## src/rtl/io_input_port_pkg.sv

```systemverilog
// io_input_port_pkg: register offsets and sizing helpers shared by the input port (rev 1.0)
`default_nettype none

package io_input_port_pkg;

  localparam logic [1:0] IO_SW_OFS   = 2'd0;
  localparam logic [1:0] IO_BTN_OFS  = 2'd1;
  localparam logic [1:0] IO_EVT_OFS  = 2'd2;
  localparam logic [1:0] IO_CTRL_OFS = 2'd3;

  function automatic int io_db_cnt_w(input int db_cycles);
    return (db_cycles < 2) ? 1 : $clog2(db_cycles);
  endfunction

endpackage

`default_nettype wire

```

## src/rtl/io_debounce.sv

```systemverilog
// io_debounce: 2-flop synchroniser plus counter debouncer for one raw pad bit (rev 1.0)
`default_nettype none

module io_debounce
  import io_input_port_pkg::*;
#(
  parameter int DB_CYCLES = 100000
) (
  input  logic clk,
  input  logic reset_n,
  input  logic raw_i,
  output logic level_o
);

  localparam int CW = io_db_cnt_w(DB_CYCLES);
  localparam logic [CW-1:0] C_CNT_MAX = CW'(DB_CYCLES - 1);

  logic          sync1_q;
  logic          sync2_q;
  logic          stable_q;
  logic          stable_d;
  logic [CW-1:0] cnt_q;
  logic [CW-1:0] cnt_d;

  // A bounce back to the stable level clears the count, so partial runs never accumulate.
  always_comb begin
    stable_d = stable_q;
    cnt_d    = cnt_q;
    if (sync2_q == stable_q) begin
      cnt_d = '0;
    end else if (cnt_q == C_CNT_MAX) begin
      stable_d = sync2_q;
      cnt_d    = '0;
    end else begin
      cnt_d = cnt_q + 1'b1;
    end
  end

  always_ff @(posedge clk or negedge reset_n) begin
    if (!reset_n) begin
      sync1_q  <= 1'b0;
      sync2_q  <= 1'b0;
      stable_q <= 1'b0;
      cnt_q    <= '0;
    end else begin
      sync1_q  <= raw_i;
      sync2_q  <= sync1_q;
      stable_q <= stable_d;
      cnt_q    <= cnt_d;
    end
  end

  assign level_o = stable_q;

endmodule

`default_nettype wire

```

## src/rtl/io_input_port.sv

```systemverilog
// io_input_port: memory-mapped switch/button reader with sticky events; IO_IRQ_EN adds CTRL mask and irq (rev 1.0)
`default_nettype none

module io_input_port
  import io_input_port_pkg::*;
#(
  parameter int DB_CYCLES = 100000,
  parameter int NSW       = 16,
  parameter int NBTN      = 3
) (
  input  logic            clk,
  input  logic            reset_n,
  input  logic [NSW-1:0]  sw_raw,
  input  logic [NBTN-1:0] btn_raw,
  input  logic            sel,
  input  logic            we,
  input  logic [1:0]      addr,
  input  logic [31:0]     wdata,
  output logic [31:0]     rdata,
  output logic            irq
);

  localparam int NEVT = NBTN + 1;
  // Warm-up spans the first settle after reset (sync + debounce + edge detect).
  localparam int WW = $clog2(DB_CYCLES + 4);
  localparam logic [WW-1:0] C_WARM_DONE = WW'(DB_CYCLES + 3);

  logic [NSW-1:0]  sw_lvl;
  logic [NBTN-1:0] btn_lvl;
  logic [NSW-1:0]  sw_prev_q;
  logic [NBTN-1:0] btn_prev_q;
  logic [WW-1:0]   warm_q;
  logic [WW-1:0]   warm_d;
  logic [NEVT-1:0] evt_q;
  logic [NEVT-1:0] evt_d;
  logic [NEVT-1:0] evt_set;
  logic [NEVT-1:0] evt_clr;
  logic [NEVT-1:0] mask_w;
  logic            ready;
  logic            wr_en;
  logic            unused_wdata;

  genvar gi;
  generate
    for (gi = 0; gi < NSW; gi++) begin : g_sw
      io_debounce #(.DB_CYCLES(DB_CYCLES)) u_db (
        .clk     (clk),
        .reset_n (reset_n),
        .raw_i   (sw_raw[gi]),
        .level_o (sw_lvl[gi])
      );
    end
    for (gi = 0; gi < NBTN; gi++) begin : g_btn
      io_debounce #(.DB_CYCLES(DB_CYCLES)) u_db (
        .clk     (clk),
        .reset_n (reset_n),
        .raw_i   (btn_raw[gi]),
        .level_o (btn_lvl[gi])
      );
    end
  endgenerate

  assign ready        = (warm_q == C_WARM_DONE);
  assign warm_d       = ready ? warm_q : warm_q + 1'b1;
  assign wr_en        = sel & we;
  assign unused_wdata = &{1'b0, wdata[31:NEVT]};

  // Inputs already high at reset release settle during warm-up and raise no event.
  always_comb begin
    evt_set = '0;
    evt_clr = '0;
    if (ready) begin
      evt_set[NBTN-1:0] = btn_lvl & ~btn_prev_q;
      evt_set[NBTN]     = |(sw_lvl ^ sw_prev_q);
    end
    if (wr_en && (addr == IO_EVT_OFS)) begin
      evt_clr = wdata[NEVT-1:0];
    end
    evt_d = (evt_q & ~evt_clr) | evt_set;
  end

  always_ff @(posedge clk or negedge reset_n) begin
    if (!reset_n) begin
      sw_prev_q  <= '0;
      btn_prev_q <= '0;
      warm_q     <= '0;
      evt_q      <= '0;
    end else begin
      sw_prev_q  <= sw_lvl;
      btn_prev_q <= btn_lvl;
      warm_q     <= warm_d;
      evt_q      <= evt_d;
    end
  end

`ifdef IO_IRQ_EN
  logic [NEVT-1:0] mask_q;
  logic            irq_q;

  always_ff @(posedge clk or negedge reset_n) begin
    if (!reset_n) begin
      mask_q <= '0;
      irq_q  <= 1'b0;
    end else begin
      if (wr_en && (addr == IO_CTRL_OFS)) begin
        mask_q <= wdata[NEVT-1:0];
      end
      irq_q <= |(evt_q & mask_q);
    end
  end

  assign mask_w = mask_q;
  assign irq    = irq_q;
`else
  assign mask_w = '0;
  assign irq    = 1'b0;
`endif

  always_comb begin
    rdata = '0;
    if (sel) begin
      case (addr)
        IO_SW_OFS:   rdata[NSW-1:0]  = sw_lvl;
        IO_BTN_OFS:  rdata[NBTN-1:0] = btn_lvl;
        IO_EVT_OFS:  rdata[NEVT-1:0] = evt_q;
        IO_CTRL_OFS: rdata[NEVT-1:0] = mask_w;
        default:     rdata = '0;
      endcase
    end
  end

endmodule

`default_nettype wire
```

## config.mk

```make
export PLATFORM = sky130hd
export DESIGN_NAME = io_input_port
export DESIGN_NICKNAME = d
export VERILOG_FILES = /design/src/rtl/io_input_port_pkg.sv /design/src/rtl/io_debounce.sv /design/src/rtl/io_input_port.sv
export SDC_FILE = /design/constraint.sdc
export NUM_CORES = 1
export LEC_CHECK = 0
export CAP_MARGIN = 25
export CORE_MARGIN = 2
export CORE_UTILIZATION = 30
export DETAILED_ROUTE_END_ITERATION = 7
export PLACE_DENSITY = 0.49
export REMOVE_ABC_BUFFERS = 1
export SLEW_MARGIN = 10
export SYNTH_ARGS = -nofsm -noshare
export SYNTH_HDL_FRONTEND = slang
export SYNTH_SLANG_ARGS = --single-unit
```

## constraint.sdc

```tcl
create_clock -name clk -period 3.34 [get_ports clk]
set_clock_uncertainty 0.15 [all_clocks]
set_input_delay 0.835 -clock clk [delete_from_list [all_inputs] [get_ports clk]]
set_output_delay 0.835 -clock clk [all_outputs]
set_load 0.01 [all_outputs]
```

==> out/results.md <==
| Quantity | Value |
|:---|:---|
| Status | finished, final reports clean |
| Clock tree root driver cell | clkbuf_16 |
| Max Fclk | 311 MHz |
| Slowest stage cell, crit path | clkdlybuf4s50_1 |
| Time the worst path needs with I/O delays and setup | 3220 ps |
| Synth Flop Type | dfrtp_1 |
| Psw | 2420 µW |
| Sequence of cells on the critical path | clkdlybuf4s50_1, nand2b_1, nor2_2, buf_12, buf_4, and2_1, dlygate4sd2_1 |
| Final total power | 10900 µW |
| Top cell type's share of synthesized area | 0.535 |
| Number of DRC markers in iteration 0 | 781 |
| Mapped cell area | 0.0197 mm² |
| Number of flip-flops and latches in the synthesized netlist | 420 |
| Seq/Total Area, Yosys | 0.535 |
| Residual antenna-violating net count after detailed routing | 0 |
| Share of synthesized registers carrying an async set or reset | 1.00 |
| Wire length of the first global-routing pass | 67800 µm |
| Summed negative setup slack over all endpoints | 0 ps |
| Final Max Slew Viols | 0 |
| Slew at the pin closest to its max-slew limit | 905 ps |
| Number of synthesized flops with an enable pin | 0 |
| Pwr per Cell Area | 477 mW/mm² |
| Post-Synthesis Cells | 1900 |
| Routed len/inst | 13.6 µm |
| Setup ws final | 123 ps |
| Internal power component | 8510 µW |
| GRT met3 Usage | 0.0266 |
| Worst min-delay path category | primary input to async pin |
| Share of power burned in registers | 0.479 |
| CP top delay family | buffers and inverters |
| IO buf count | 44 |
| Vertical die dimension | 260 µm |
| WP data required | 2350 ps |
| Most common cell after layout, fill and taps aside | dfrtp_1 |
| RSZ-0062 raised after global routing | false |
| Post-Place Setup Slack | -126 ps |
| Largest buffer count on any clock path | 3 |
| Total routing resource utilization after global routing | 0.119 |
| Routability congestion estimate from global placement | 0.795 |
| Number of levels in the clock H-tree | 2 |
| Leading cell types in the layout, fill and taps excluded | dfrtp_1, nor2_1, xnor2_1 |
| Met1 Resource Use GR | 0.165 |
| Critical path startpoint category | primary input |
| Final instance area | 0.0229 mm² |
| Total count of hold-check failures in the final report | 0 |
| Leading area contributor after synthesis | dfrtp_1 |
| Detailed-route vias per instance | 4.73 |
| Top cells by area in the synthesized netlist | dfrtp_1, xnor2_1, nor2_1, xor2_1, nand3_1 |
| Standard-cell rows | 93 |
| Highest fanout seen on the critical path | 5 |
| Initial standard-cell utilization of the core | 0.304 |
| Leakage dissipation | 0.00938 µW |
| Category of the critical setup timing path | primary input to output pin |
| Area of the placeable core | 0.0646 mm² |
| First-pass iteration count of the detailed router | 4 |
| Count of boundary I/O pins | 90 |
| Switching power share of the total | 0.222 |
| Worst max-slew margin expressed relative to the limit | 0.395 |
| Hold bufs inserted after CTS | 0 |
| Post-Synthesis Mean Instance Area | 10.3 µm² |
| Peak supply drop | 0.346 mV |
| Share of total power in the clock network | 0.486 |
| Overflow after GRT | 0 |
| Number of global-route vias before repair | 13700 |
| Max-capacitance violation count | 0 |
| Met2 Track Usage GR | 0.187 |
| Clock tree from TritonCTS | yes |
| Final #Nets | 2074 |
| Worst EP arrival | 2230 ps |
| Routed Wire Length | 39400 µm |
| Crit path largest cell delay | 420 ps |
| Yosys warning total | 0 |
| Kind of end point of the critical path | output pin |
| Number of buffers added by the clock tree synthesis step | 47 |
| Sinks on Clock Net | 420 |
| Final HPWL from detailed placement | 26500 µm |
| Total number of vias | 13700 |
| Register clock-pin slew on the reported worst setup and hold paths | 60 ps |
| Number of buffers and inverters on the critical path | 4 |
| Die ar. | 0.0676 mm² |
| Share of cells above drive strength 1 | 0.0742 |
| DIE WIDTH | 260 µm |
| Total of endpoints with negative setup slack in the final report | 0 |
| Post-Place Cell Area | 0.0213 mm² |
| Count of unresolved DRC violations after routing | 0 |
| Netlist cell types | 53 |
| Clk_lat worst skew | 570 ps |
| Tightest hold margin | 111 ps |
| Layout overhead on the synthesized area | 16.6% |
| Maximum number of pins on one net before global-route repair | 75 |
| Combinational share of power | 0.035 |
| Ratio of final minimum period to clock period | 0.963 |
| Layer carrying the most global-route usage | met2 |
| Count of antenna diodes in the layout | 0 |
| Initial antenna violation count | 1 |
## stage by stage
step	instances	util
after global routing	2889	0.355
after floorplan	1868	-
final	2889	0.355
after detailed placement	2800	0.330
after global placement	2800	0.330
after CTS	2887	0.355
## worst reg2reg max path, cell delays in order (launching register included)
cell	delay, ps
dfrtp_1	460
xor2_1	260
nor4_1	720
nand4_1	440
a22o_1	350
## what timing repair did
action / in CTS / in global routing
resized for setup: 16 / 3
buffers inserted: 1 / 2
hold endpoints to repair: 0 / 0
setup endpoints to repair: 15 / 5
## cell families (layout without fill, tap and decap cells)
family | count (synthesis) | count (layout) | share of synthesized area
buffers and inverters | 91 | 209 | 0.0221
AOI/OAI and AO/OA | 107 | 107 | 0.0342
and+or+nand+nor | 945 | 945 | 0.252
adders and majority gates | 20 | 20 | 0.0127
other | 1 | 17 | 0.000191
muxes | 24 | 24 | 0.0137
DFF | 420 | 420 | 0.535
xor gates and xnor gates | 292 | 292 | 0.130
## flip-flops by register name (all words and copies together) (netlist names)
| name | count |
|---|---|
| evt_q | 4 |
| btn_prev_q | 3 |
| sw_prev_q | 16 |
| g_sw.u_db.sync2_q | 16 |
| g_btn.u_db.level_o | 3 |
| g_sw.u_db.sync1_q | 16 |
| g_btn.u_db.sync1_q | 3 |
| g_sw.u_db.level_o | 16 |
| g_btn.u_db.cnt_q | 51 |
| g_btn.u_db.sync2_q | 3 |
| g_sw.u_db.cnt_q | 272 |
| warm_q | 17 |
## cell type report
cell class	instances	area, µm²
clock buffer	64	1340
multi-input combinational	1405	8780
tap	855	1070
inverter	43	161
sequential	420	10500
clock inverter	22	253
fill	6495	41700
timing repair buffer	80	810
## power by group through the flow
stage | logic (µW) | registers (µW) | clock network [µW]
after floorplan | 159 | 5310 | 0
after CTS | 397 | 5240 | 5540
final | 382 | 5240 | 5310
after global placement | 389 | 5330 | 0
after detailed placement | 394 | 5330 | 0
after global routing | 447 | 5250 | 5750
## worst paths after layout
kind	startpoint	to	slack, ps	cells after the start
hold reg to reg	g_sw[13].u_db.sync1_q	g_sw[13].u_db.sync2_q	200	0
min in group clk	g_sw[13].u_db.sync1_q	g_sw[13].u_db.sync2_q	200	0
max in group asynchronous	reset_n	warm_q[1]	2170	2
hold / removal	reset_n	g_sw[9].u_db.cnt_q[13]	110	1
setup / recovery	addr[0]	rdata[15]	120	7
setup reg to reg	g_sw[5].u_db.level_o	evt_q[3]	860	4
## synthesized netlist by cell type, types with 21 or more instances
| cell type | number |
|---|---|
| a21oi_1 | 43 |
| nor4_1 | 63 |
| clkbuf_1 | 22 |
| or4_1 | 21 |
| o21ai_0 | 28 |
| xnor2_1 | 167 |
| and2_1 | 28 |
| nand2_1 | 118 |
| xor2_1 | 125 |
| nand4_1 | 86 |
| dfrtp_1 | 420 |
| and4_1 | 40 |
| or3_1 | 38 |
| inv_1 | 43 |
| nand3_1 | 122 |
| nor2_1 | 304 |
| nor3_1 | 50 |
## metal layers
| layer | routed length, µm | vias up | share of wire |
|---|---|---|---|
| met5 | 0 | - | 0 |
| li1 | - | 6833 | - |
| met2 | 17800 | 145 | 0.45 |
| met1 | 19400 | 6634 | 0.49 |
| met4 | 740 | 0 | 0.019 |
| met3 | 1490 | 54 | 0.038 |
Note: power is estimated with default switching activity, not from simulation.
